--- src/rtl/keccak_sponge_ctrl.sv ---
// Keccak sponge sequencer: walks absorb, pad, permute and squeeze for SHA3/SHAKE and
// owns the rate word index, round counter and message/output counters.
module keccak_sponge_ctrl #(
    parameter int W      = 64,
    parameter int ROUNDS = 24,
    parameter int MLEN_W = 32,
    parameter int OLEN_W = 16
) (
    input  logic              clk,
    input  logic              rst,
    input  logic              start,
    input  logic [2:0]        mode,
    input  logic [MLEN_W-1:0] msg_words,
    input  logic [OLEN_W-1:0] out_words,
    output logic              busy,
    output logic              done,
    output logic              err,
    input  logic              src_ready,
    output logic              src_read,
    input  logic              dst_ready,
    output logic              dst_write,
    output logic              state_clr,
    output logic              absorb_we,
    output logic [5:0]        word_idx,
    output logic              pad_first,
    output logic              pad_last,
    output logic              round_en,
    output logic [4:0]        round_idx,
    output logic [5:0]        out_idx,
    output logic              last_out_word
);

    typedef enum logic [2:0] {
        S_IDLE, S_CLR, S_ABSORB, S_PAD, S_PERM, S_SQUEEZE, S_DONE
    } state_t;

    state_t            state_q, state_d;
    logic [5:0]        rate_q, rate_d;
    logic [5:0]        widx_q, widx_d;
    logic [5:0]        oidx_q, oidx_d;
    logic [4:0]        round_q, round_d;
    logic [MLEN_W-1:0] msg_q, msg_d;
    logic [MLEN_W-1:0] cnt_q, cnt_d;
    logic [OLEN_W-1:0] olen_q, olen_d;
    logic [OLEN_W-1:0] emit_q, emit_d;
    logic              pad_done_q, pad_done_d;
    logic              pad_first_q, pad_first_d;
    logic              err_q, err_d;

    function automatic logic [5:0] rate_words(input logic [2:0] m);
        case (m)
            3'd0:    return 6'(1152 / W);
            3'd1:    return 6'(1088 / W);
            3'd2:    return 6'(832 / W);
            3'd3:    return 6'(576 / W);
            3'd4:    return 6'(1344 / W);
            3'd5:    return 6'(1088 / W);
            default: return 6'd0;
        endcase
    endfunction

    // SHA3 digest length rounded up to whole words
    function automatic logic [OLEN_W-1:0] sha3_words(input logic [2:0] m);
        case (m)
            3'd0:    return OLEN_W'((224 + W - 1) / W);
            3'd1:    return OLEN_W'((256 + W - 1) / W);
            3'd2:    return OLEN_W'((384 + W - 1) / W);
            default: return OLEN_W'((512 + W - 1) / W);
        endcase
    endfunction

    always_ff @(posedge clk or negedge rst) begin
        if (!rst) begin
            state_q     <= S_IDLE;
            rate_q      <= '0;
            widx_q      <= '0;
            oidx_q      <= '0;
            round_q     <= '0;
            msg_q       <= '0;
            cnt_q       <= '0;
            olen_q      <= '0;
            emit_q      <= '0;
            pad_done_q  <= 1'b0;
            pad_first_q <= 1'b0;
            err_q       <= 1'b0;
        end else begin
            state_q     <= state_d;
            rate_q      <= rate_d;
            widx_q      <= widx_d;
            oidx_q      <= oidx_d;
            round_q     <= round_d;
            msg_q       <= msg_d;
            cnt_q       <= cnt_d;
            olen_q      <= olen_d;
            emit_q      <= emit_d;
            pad_done_q  <= pad_done_d;
            pad_first_q <= pad_first_d;
            err_q       <= err_d;
        end
    end

    always_comb begin
        state_d     = state_q;
        rate_d      = rate_q;
        widx_d      = widx_q;
        oidx_d      = oidx_q;
        round_d     = round_q;
        msg_d       = msg_q;
        cnt_d       = cnt_q;
        olen_d      = olen_q;
        emit_d      = emit_q;
        pad_done_d  = pad_done_q;
        pad_first_d = pad_first_q;
        err_d       = err_q;
        case (state_q)
            S_IDLE: begin
                if (start) begin
                    rate_d      = rate_words(mode);
                    msg_d       = msg_words;
                    olen_d      = (mode >= 3'd4) ? out_words : sha3_words(mode);
                    cnt_d       = '0;
                    emit_d      = '0;
                    widx_d      = '0;
                    oidx_d      = '0;
                    round_d     = '0;
                    pad_done_d  = 1'b0;
                    pad_first_d = 1'b0;
                    err_d       = (mode > 3'd5);
                    state_d     = (mode > 3'd5) ? S_DONE : S_CLR;
                end
            end
            S_CLR: begin
                if (msg_q == '0) begin
                    state_d     = S_PAD;
                    pad_first_d = 1'b1;
                end else begin
                    state_d = S_ABSORB;
                end
            end
            S_ABSORB: begin
                if (src_ready) begin
                    cnt_d = cnt_q + MLEN_W'(1);
                    if (widx_q == rate_q - 6'd1) begin
                        widx_d  = '0;
                        state_d = S_PERM;
                    end else begin
                        widx_d = widx_q + 6'd1;
                        if (cnt_q + MLEN_W'(1) == msg_q) begin
                            state_d     = S_PAD;
                            pad_first_d = 1'b1;
                        end
                    end
                end
            end
            S_PAD: begin
                pad_first_d = 1'b0;
                if (widx_q == rate_q - 6'd1) begin
                    pad_done_d = 1'b1;
                    widx_d     = '0;
                    state_d    = S_PERM;
                end else begin
                    widx_d = widx_q + 6'd1;
                end
            end
            S_PERM: begin
                round_d = round_q + 5'd1;
                if (round_q == 5'(ROUNDS - 1)) begin
                    round_d = '0;
                    oidx_d  = '0;
                    if (!pad_done_q) begin
                        if (cnt_q < msg_q) begin
                            state_d = S_ABSORB;
                        end else begin
                            state_d     = S_PAD;
                            pad_first_d = 1'b1;
                        end
                    end else if (emit_q == olen_q) begin
                        state_d = S_DONE;
                    end else begin
                        state_d = S_SQUEEZE;
                    end
                end
            end
            S_SQUEEZE: begin
                if (dst_ready) begin
                    emit_d = emit_q + OLEN_W'(1);
                    if (emit_q + OLEN_W'(1) == olen_q) begin
                        state_d = S_DONE;
                    end else if (oidx_q == rate_q - 6'd1) begin
                        oidx_d  = '0;
                        state_d = S_PERM;
                    end else begin
                        oidx_d = oidx_q + 6'd1;
                    end
                end
            end
            S_DONE:  state_d = S_IDLE;
            default: state_d = S_IDLE;
        endcase
    end

    always_comb begin
        busy          = (state_q != S_IDLE) && (state_q != S_DONE);
        done          = (state_q == S_DONE);
        err           = err_q;
        state_clr     = (state_q == S_CLR);
        src_read      = (state_q == S_ABSORB) && src_ready;
        absorb_we     = src_read || (state_q == S_PAD);
        word_idx      = widx_q;
        pad_first     = (state_q == S_PAD) && pad_first_q;
        pad_last      = (state_q == S_PAD) && (widx_q == rate_q - 6'd1);
        round_en      = (state_q == S_PERM);
        round_idx     = round_q;
        out_idx       = oidx_q;
        dst_write     = (state_q == S_SQUEEZE) && dst_ready;
        last_out_word = dst_write && (emit_q + OLEN_W'(1) == olen_q);
    end

endmodule

--- config.mk ---
export PLATFORM = sky130hd
export DESIGN_NAME = keccak_sponge_ctrl
export DESIGN_NICKNAME = d
export VERILOG_FILES = /design/src/rtl/keccak_sponge_ctrl.sv
export SDC_FILE = /design/constraint.sdc
export NUM_CORES = 1
export LEC_CHECK = 0
export ABC_AREA = 1
export BUFFER_PORTS_ARGS = -buffer_cell sky130_fd_sc_hd__clkbuf_2
export CELL_PAD_IN_SITES_DETAIL_PLACEMENT = 2
export CELL_PAD_IN_SITES_GLOBAL_PLACEMENT = 2
export CORE_ASPECT_RATIO = 1.1
export CORE_UTILIZATION = 31
export DETAILED_ROUTE_END_ITERATION = 7
export HOLD_SLACK_MARGIN = 0.12
export PLACE_DENSITY_LB_ADDON = 0.1
export SLEW_MARGIN = 20
export SYNTH_ARGS = -nofsm -noshare
export SYNTH_HDL_FRONTEND = slang
export SYNTH_SLANG_ARGS = --single-unit
--- constraint.sdc ---
create_clock -name clk -period 2.3 [get_ports clk]
set_input_delay 0.23 -clock clk [delete_from_list [all_inputs] [get_ports clk]]
set_output_delay 0.23 -clock clk [all_outputs]
set_load 0.05 [all_outputs]
-- Yosys cells after proc, flatten, opt, wreduce, memory -nomap -nowiden
Index checks and enable logic that the tools add are counted.
- add/sub/neg operators: 6
- magnitude comparators: 3
- eq/ne operators: 31
- multiplexer cells: 47
- reduce and logical (&&, ||, !) cells: 29
- operators with widths (cell ; count):
    32-bit two-way mux ; 2
    32-bit one-hot mux with 2 select lines ; 1
    16-bit two-way mux ; 3
    6-bit two-way mux ; 7
    6-bit one-hot mux with 3 select lines ; 2
    3-bit two-way mux ; 11
    32-bit by 1-bit adder with 32-bit output, second input constant ; 1
    16-bit == test ; 2
    32-bit == test ; 1
    32-bit logical NOT ; 1
    32-bit less-than comparator ; 1
    16-bit one-hot mux with 2 select lines ; 1
    5-bit one-hot mux with 5 select lines ; 1
    3-bit one-hot mux with 6 select lines ; 1
    16-bit by 1-bit adder with 16-bit output, second input constant ; 1
    2-bit inequality test, second input constant ; 8
    3-bit == test, second input constant ; 5
    6-bit by 1-bit adder with 6-bit output, second input constant ; 2
    3-bit by 2-bit == test with 1-bit output, second input constant ; 4
    6-bit == test ; 2
    3-bit AND reduction ; 4
    1-bit two-way mux ; 11
    5-bit two-way mux ; 2
    5-bit one-hot mux with 2 select lines ; 1
    24 further kinds ; 41
- register bits after elaboration: 125
- input bits: 56
- output and inout port bits: 28

-- Longest topological paths before layout
Gate-level depths: netlist (run 1).
- depth in word-level cells: 6
- gate-level depth with buffers: 20

-- Worst setup path before layout (run 1)
OpenSTA, ideal clock, no wires.
- path kind: flip-flop to output port
- start: register emit_q[0]
- end: output last_out_word
- arrival: 2.747 ns
- data required time: 2.070 ns
- slack: -0.677 ns
- cell stages (with the launch flop): 13
- buffers on the path: 0
- path through: dfrtp_1 -> ha_1 -> nand2_2 -> nor3_4 -> nand3_4 -> nor2_4 -> nand2_2 -> nand2_2 -> nand2_2 -> xor2_1 -> nor2_2 -> nand3_2 -> nor3_1
- cells in the longest elaborated chain, start to end: 3
- ends and longest elaborated chain (element ; line ; source):
    from (decl) ; 45 ; logic [OLEN_W-1:0] emit_q, emit_d;
    from (signal assigned) ; 95 ; emit_q <= emit_d;
    16-bit by 1-bit adder with 16-bit output ; 216 ; last_out_word = dst_write && (emit_q + OLEN_W'(1) == olen_q);
    16-bit == test ; 216 ;
    1-bit logical AND ; 216 ;
    to (decl) ; 30 ; output logic last_out_word
Every way passes these cells.

-- Final worst setup path (run 1)
- start: register emit_q[1]
- end: output last_out_word
The elaborated chain is that of the path after synthesis.

==> results of run 1 <==
## cell type report
type / instances / area share
Clock buffer: 18 / 0.0356
Clock inverter: 14 / 0.0138
Inverter: 141 / 0.0432
Multi-Input combinational cell: 902 / 0.415
Sequential cell: 124 / 0.252
Tap cell: 352 / 0.0357
Timing Repair Buffer: 324 / 0.205
## per-stage QoR
| step | std cells | total power, mW | hold WS (ps) | setup TNS [ps] |
|---|---|---|---|---|
| 2_1_floorplan | 1189 | 6.25 | -65.6 | -66.6 |
| 3_3_place_gp | 1762 | 8.19 | 138 | -1280 |
| 3_5_place_dp | 1762 | 8.41 | 143 | -2060 |
| 4_1_cts | 1860 | 11.7 | 123 | -4060 |
| 5_1_grt | 1875 | 13.0 | 140 | -6430 |
| 6_report | 1875 | 12.3 | 107 | -4270 |
## metal layers
metal  wire length, um  vias up  global-route usage
met5                 0        -                   0
met4              1540        0              0.0954
met3              1040       94              0.0366
met2             22100      198               0.506
met1             16200     5027               0.297
li1                  -     4529                   -
## path summary, 6_finish.rpt
path,end,from,slack [ps]
min reg2reg,err,err,510
min in group asynchronous,msg_q[8],rst,230
max,last_out_word,emit_q[1],-600
min,olen_q[2],out_words[2],110
max reg2reg,state_q[1],cnt_q[0],-450
max in group asynchronous,pad_done_q,rst,1260
## Yosys cell counts, types with 5 or more instances
cell,instances
nand2_1,342
nand2_2,9
inv_2,5
nor4_1,14
inv_1,136
nor2_1,115
o22ai_1,30
xnor2_1,9
nand4_1,11
nor3_1,11
nor2_2,9
a21oi_1,23
xor2_1,45
ha_1,38
nand3_1,114
clkbuf_1,16
dfrtp_1,124
o21ai_0,93
## worst register-to-register path, stage by stage, from the launching register on
cell	delay [ps]
dfrtp_2	470
inv_2	100
buf_6	140
ha_1	280
nor2_1	130
nand3_1	110
nor2_1	180
nand2_1	90
nor2_2	120
nand2_1	80
nor2_1	120
nand2_1	100
nor2_1	140
nand3_2	100
nand2_2	120
nand2_4	60
nand2_4	110
nand2_4	70
nand2_2	60
nand2_1	60
## power by group through the flow
stage	Sequential, mW	Combinational, mW	Clock (mW)
final	3.36	6.05	2.93
after global routing	3.41	6.54	3.03
after global placement	3.29	4.90	0
after detailed placement	3.31	5.10	0
after floorplan	3.28	2.97	0
after CTS	3.28	5.45	2.93
## kinds of logic after synthesis
family,count (synthesis)
flip-flops,124
adder cells (fa/ha/maj),38
AO/OA/AOI/OAI,167
buffers and inverters,163
AND/OR/NAND/NOR,641
XOR/XNOR,56
## sequential cells by signal, indices dropped and copies added, names as in the netlist, 5 cells and up
signal	flops
rate_q	5
round_idx	5
out_idx	6
olen_q	16
emit_q	16
msg_q	32
cnt_q	32
word_idx	6
## what timing repair did
item / CTS / global route
setup endpoints to repair: 18 / 20
hold buffers: 49 / 0
resized for setup: 52 / 84
endpoints found under the hold margin: 140 / 0
pin swaps: 14 / 38
setup buffers: 17 / 21
==> run metrics, run 1 <==
All-Layer GR Usage=0.265; number of synthesized flops with an enable pin=0; crit-path cells=ha_4 > nand2_4 > nor3_4 > nand3_4 > nor2_4 > nand2_2 > nand2_2 > nand2_2 > xor2_1 > nor2_2 > nand3_4 > nor3_4 > buf_12; CP Launch Type=flip-flop; initial antenna violation count=0; area of the multi-input gates=5110 um^2; cells after synthesis=1189; internal power=6.66 mW; Worst Hold Class=primary input to flip-flop; Top Ports=84; CP max stage cell=dfrtp_1; Initial Util=0.320; nets=1604; largest net degree at the start of global routing=65; maximum VDD drop=0.000542 V; core area=26400 um^2; Synth Area in Adders=0.0564; RSZ-0062 raised after global routing=true; Avg Inst Size Synth=7.09 um^2; Hold Crit Depth=3; Sw Share=0.460; TritonCTS clock tree=yes; Yosys warnings=0; antenna cells=0; remaining antenna violation count=0; DR vias=9848; setup violators final=13; Worst path most repeated cell=nand2_2; Area contributors post-synth=dfrtp_1 (37%), nand2_1 (15%), nand3_1 (6.8%); layout cell share with drive strength beyond 1=0.283; die height=175 um; final worst setup slack=-605 ps; Fill cells=3061; utilization after layout=0.467; register share of total power=0.272; required time of the critical path=2070 ps; post-synth top area cell=dfrtp_1; Critical Path Stages=13; Leak=5.96 nW; Via density=5.25; Simple-Gate Fraction of Synth Area=0.328; TritonRoute pass-1 iters=5; clock sink total=124; sequential area share after synthesis=0.368; CP top delay family=simple AND/OR/NAND/NOR gates; Final Skew=12.3 ps; Worst setup EP type=output pin; Residual DRC=0; Worst Path Buf+Inv=1; final hold viol count=0; first-pass GRT wire length=57500 um; Final GP Congestion=0.841; kind of critical path=flip-flop to output pin; max-slew violations=0; post-synthesis cell type count=45; xor/xnor cell area share of the yosys netlist=0.0615; CP Max Fanout=5; area delta synth->final=46.2%; pre-CTS setup slack=-436 ps; run status=finished with violations; CP peak stage delay=420 ps; final critical-path share of the clock period=1.26; main combinational cell family by area after synthesis=simple AND/OR/NAND/NOR gates; Die ar.=27900 um^2; f_max=344 MHz; post-DP HPWL=25700 um; commonest cells after routing, fill and taps aside=nand2_1 (312), buf_4 (172), inv_1 (129); clock share of power=0.237; Net Sw Power=5.67 mW; # port buffers=83; Slew @ Worst Pin=553 ps; Area after DPL=10500 um^2; failing checks=setup timing; Max-Cap Viols=0; post-synthesis register bit count=124; Root Driver=clkbuf_16; Syn Nets=1283; complex-gate fraction of the synthesized area=0.112; vias in the first global route=10.9k; most common cell after layout, fill and taps aside=nand2_1; depth of the worst register-to-register path=19; Storage cell area=3110 um^2; slew margin rel.=0.628; Site Rows=62; DR WL/cell=21.8 um; PwrDens=1000 nW/um^2; Clock transition at path regs=70 ps; chip width=159 um; Synth async-reset ratio=1.00; CTS Buffer Depth=2; H-tree depth=4; Post-Route WL=40900 um; initial drt markers=401; Clock Latency Late Sink=450 ps; Final Instance Area=12300 um^2; Synth top area share=0.368; Inserted Clock Buffers=17; Critical Path AT=2670 ps; Final min period=2900 ps; Primary FF master, synth=dfrtp_1; grt ovf=0; Combinational Power Share=0.491; mux share of post-synthesis cell area=0; synthesized cell area=8430 um^2
Note: power is estimated with default switching activity, not from simulation.
==> inputs of run 2 (changes only) <==
- ABC_AREA: 1 -> unset
- CORE_MARGIN: unset -> 8
- CORE_UTILIZATION: 31 -> 33
- GPL_TIMING_DRIVEN: unset -> 0
==> run metrics, run 2 <==
run status=finished with violations; failing checks=setup timing; Worst setup EP type=output pin; pre-CTS setup slack=-952 ps; Worst Path Buf+Inv=2; Yosys warnings=0; Initial Util=0.336; Final Skew=12.7 ps; Primary FF master, synth=dfrtp_1; met3 wire length=1150 um; final hold viol count=0; CP max stage cell=dfrtp_1; required time of the critical path=2070 ps; number of synthesized flops with an enable pin=0; Clock transition at path regs=60 ps; non-filler cells, final=1642; f_max=328 MHz; final critical-path share of the clock period=1.33; Residual DRC=0; first-pass GRT wire length=58600 um; slew margin rel.=0.529; CP Max Fanout=10; commonest cells after routing, fill and taps aside=nand2_1 (129), o21ai_0 (103), buf_4 (97); grt ovf=0; Area after DPL=9600 um^2; crit-path cells=clkbuf_2 > xor2_1 > or2_2 > a311oi_2 > nand4_1 > a2111oi_4 > nand3_4 > nor2_4 > buf_8; kind of critical path=flip-flop to output pin; # port buffers=83; Leak=5.50 nW; DR vias=9284; Clock Latency Late Sink=440 ps; setup violators final=15; max-slew violations=0; Root Driver=clkbuf_16; PwrDens=1050 nW/um^2; initial drt markers=396; post-synth top area cell=dfrtp_1; Fin Setup TNS=-6360 ps; DP Cell Count=1464; maximum VDD drop=0.000456 V; Final Power=13.0 mW; H-tree depth=4; cells after synthesis=1034; nets=1377; Synth top area share=0.364; All-Layer GR Usage=0.243; CP Launch Point=emit_q[2]; worst hold margin=188 ps; utilization after layout=0.488; TritonRoute pass-1 iters=4; Final Instance Area=12400 um^2; most frequent cell after synthesis=nand2_1; TritonCTS clock tree=yes; CP Launch Type=flip-flop; RSZ-0062 raised after global routing=true; Inserted Clock Buffers=17; post-DP HPWL=24600 um; Site Rows=61; Top Ports=84; synthesized cell area=8520 um^2; Fill cells=2730; Slew @ Worst Pin=704 ps; CTS Buffer Depth=2; Syn Nets=1128; vias in the first global route=10.1k; met2 WL=21700 um; layout cell share with drive strength beyond 1=0.323; Synth async-reset ratio=1.00; met1 wire length=15800 um; die height=185 um; Max-Cap Viols=0; top cells by count, synth=nand2_1 (134), dfrtp_1 (124), o21ai_0 (109), nor2_1 (72); Area contributors post-synth=dfrtp_1 (36%), o21ai_0 (6.4%), nand2_1 (5.9%); largest registers=cnt_q (32), msg_q (32); Post-Route WL=39900 um; final worst setup slack=-752 ps; remaining antenna violation count=0; Worst Hold Class=primary input to flip-flop; antenna cells=0; Final GP Congestion=0.830; Via density=5.65; Reg2Reg Launch Point=emit_q[1]; CP peak stage delay=390 ps; min-delay src=out_words[2]; Die ar.=31200 um^2; initial antenna violation count=0; core area=25300 um^2; Final min period=3050 ps; Max Used Layer=met4; sequential area share after synthesis=0.364; most common cell after layout, fill and taps aside=nand2_1; Storage cell area=3140 um^2; Avg Inst Size Synth=8.24 um^2; DR WL/cell=24.3 um; clock sink total=124; post-synthesis cell type count=73; post-synthesis register bit count=124; chip width=169 um; CP top delay family=simple AND/OR/NAND/NOR gates; area delta synth->final=45.2%; area of the multi-input gates=5900 um^2; Critical Path AT=2820 ps; largest net degree at the start of global routing=72
[run 2: where the power goes]
group / switching (mW) / internal (mW) / leakage [nW] / total (mW)
clock network: 1.12 / 1.64 / 0.281 / 2.76
registers: 0.782 / 2.78 / 1.60 / 3.56
logic: 4.08 / 2.62 / 3.62 / 6.70
[run 2: path summary, 6_finish.rpt]
check / to / slack (ps) / depth (start not counted)
worst min register to register: err / 490 / 2
max in group asynchronous: cnt_q[22] / 1180 / 3
worst max register to register: out_idx[1] / -630 / 13
min in group asynchronous: emit_q[6] / 340 / 2
worst min-delay path: olen_q[2] / 190 / 4
worst max-delay path: last_out_word / -750 / 9
[run 2: layout make-up]
| cell class | instances | area share |
|---|---|---|
| sequential | 124 | 0.254 |
| clock buffer | 20 | 0.0369 |
| timing repair buffer | 237 | 0.146 |
| inverter | 58 | 0.0180 |
| buffer | 47 | 0.0245 |
| clock inverter | 12 | 0.00981 |
| multi-input combinational | 798 | 0.477 |
| tap | 346 | 0.0350 |
[run 2: routing by layer]
| metal | track usage | up-vias |
|---|---|---|
| met5 | 0 | - |
| met4 | 0.0932 | 0 |
| met3 | 0.0394 | 83 |
| met2 | 0.455 | 196 |
| met1 | 0.270 | 4806 |
| li1 | - | 4199 |
[run 2: cells by family (layout without fill, tap and decap cells)]
logic type | Yosys count | after routing | share of synthesized area
multiplexers | 7 | 7 | 0.00851
adder cells (fa/ha/maj) | 38 | 38 | 0.0558
AND/OR/NAND/NOR | 422 | 424 | 0.251
XOR/XNOR | 88 | 88 | 0.0920
AO/OA/AOI/OAI | 241 | 241 | 0.177
flip-flops | 124 | 124 | 0.364
buffers and inverters | 114 | 374 | 0.0518
[run 2: repair_timing]
item	in CTS	in global routing
hold buffers	50	0
endpoints found under the setup margin	128	45
pin swaps	44	55
hold endpoints to repair	102	0
setup buffers	62	42
gates cloned	1	1
gates resized for setup	156	82
[run 2: tightest hold or removal path: cells and delay by family]
family,cells,cell delay [ps]
AO/OA/AOI/OAI,2,240
buffers and inverters,2,130
==> inputs of run 3 (changes only) <==
- SKIP_LAST_GASP: unset -> 1
==> run metrics, run 3 (same netlist as run 2, synthesis figures left out) <==
run status=finished with violations; failing checks=setup timing; Critical Path AT=2820 ps; Via density=5.63; core area=25300 um^2; TritonRoute pass-1 iters=4; Site Rows=61; Root Driver=clkbuf_16; setup violators final=16; worst hold margin=187 ps; required time of the critical path=2070 ps; first-pass GRT wire length=58400 um; Reg2Reg Launch Point=emit_q[0]; CP Launch Point=emit_q[2]; Initial Util=0.336; Clock transition at path regs=60 ps; Die ar.=31200 um^2; Top Ports=84; PwrDens=1070 nW/um^2; nets=1361; kind of critical path=flip-flop to output pin; CP Launch Type=flip-flop; Inserted Clock Buffers=17; Final min period=3050 ps; H-tree depth=4; Worst Path Buf+Inv=2; grt ovf=0; Final GP Congestion=0.830; Residual DRC=0; initial drt markers=459; TritonCTS clock tree=yes; Final Skew=15.6 ps; Fill cells=2742; All-Layer GR Usage=0.242; layout cell share with drive strength beyond 1=0.309; max-slew violations=0; RSZ-0062 raised after global routing=true; chip width=169 um; Reg2Reg Capture Point=out_idx[1]; DR vias=9155; antenna cells=0; Worst setup EP type=output pin; most common cell after layout, fill and taps aside=nand2_1; post-DP HPWL=24600 um; commonest cells after routing, fill and taps aside=nand2_1 (132), o21ai_0 (104), dfrtp_1 (96); vias in the first global route=10.0k; clock sink total=124; Max-Cap Viols=0; CP top delay family=simple AND/OR/NAND/NOR gates; Critical Path Stages=9; largest registers=cnt_q (32), msg_q (32); Post-Route WL=39200 um; CP peak stage delay=390 ps; DR WL/cell=24.1 um; depth of the worst register-to-register path=13; Final Power=13.0 mW; largest net degree at the start of global routing=72; area delta synth->final=43.1%; final critical-path share of the clock period=1.33; final hold viol count=0; die height=185 um; maximum VDD drop=0.000433 V; CP Max Fanout=10; CP max stage cell=dfrtp_1; slew margin rel.=0.496; f_max=328 MHz; final worst setup slack=-749 ps; crit path to=last_out_word; CTS Buffer Depth=2; initial antenna violation count=0; crit-path cells=clkbuf_2 > xor2_1 > or2_2 > a311oi_2 > nand4_1 > a2111oi_4 > nand3_4 > nor2_4 > buf_8; R2R setup slack=-660 ps; Leak=5.37 nW; Worst Hold Class=primary input to flip-flop; Slew @ Worst Pin=754 ps; utilization after layout=0.481; remaining antenna violation count=0; # port buffers=83; Clock Latency Late Sink=440 ps
## run 3: worst min-delay path by stage
stage	cells past startpoint	endpoint	startpoint
after global placement	3	msg_q[16]	msg_words[16]
after detailed placement	1	emit_q[6]	rst
after global routing	4	olen_q[2]	out_words[2]
after floorplan	0	cnt_q[0]	rst
after CTS	4	olen_q[2]	out_words[2]
final	4	olen_q[2]	out_words[2]
## run 3: layout make-up
| cell class | count | area [um^2] | area share |
|---|---|---|---|
| plain buffers | 47 | 299 | 0.0245 |
| clock buffers | 20 | 457 | 0.0375 |
| clock inverters | 12 | 121 | 0.00995 |
| inverters | 58 | 223 | 0.0183 |
| multi-input cells | 797 | 5860 | 0.480 |
| flip-flops and latches | 124 | 3140 | 0.257 |
| well taps | 346 | 433 | 0.0355 |
| repair buffers | 222 | 1670 | 0.137 |
## run 3: metrics by stage
step / TNS [ps] / setup WS (ps) / instance area, um^2 / instances
floorplan: -1890 / -246 / 8720 / 1034
global placement: -225140 / -1610 / 9570 / 1463
detailed placement: -65960 / -952 / 9600 / 1464
CTS: -5670 / -743 / 11800 / 1602
global route: -8920 / -853 / 12200 / 1626
finish: -6760 / -749 / 12200 / 1626
## run 3: what timing repair did
action,CTS,global route
setup endpoints to repair,128,45
hold buffers,50,0
cloned,1,0
hold endpoints to repair,102,0
buffers inserted,62,27
pin swaps,43,27
gates resized for setup,152,67
## run 3: power by group
part	internal [mW]	switching [mW]	leakage [nW]
sequential	2.78	0.754	1.60
clock	1.64	1.13	0.281
combinational	2.65	4.09	3.49
total	7.07	5.97	5.37
## run 3: tightest hold or removal path, cell delays in order
cell      delay (ps)
clkbuf_2          80
inv_1             50
a221oi_1          70
a21o_1           160
## run 3: per-layer routing
layer	vias up	global-route usage	routed length, um
met1	4724	0.271	15200
li1	4175	-	-
met4	0	0.0903	1300
met3	73	0.0389	1490
met5	-	0	0
met2	183	0.452	21200
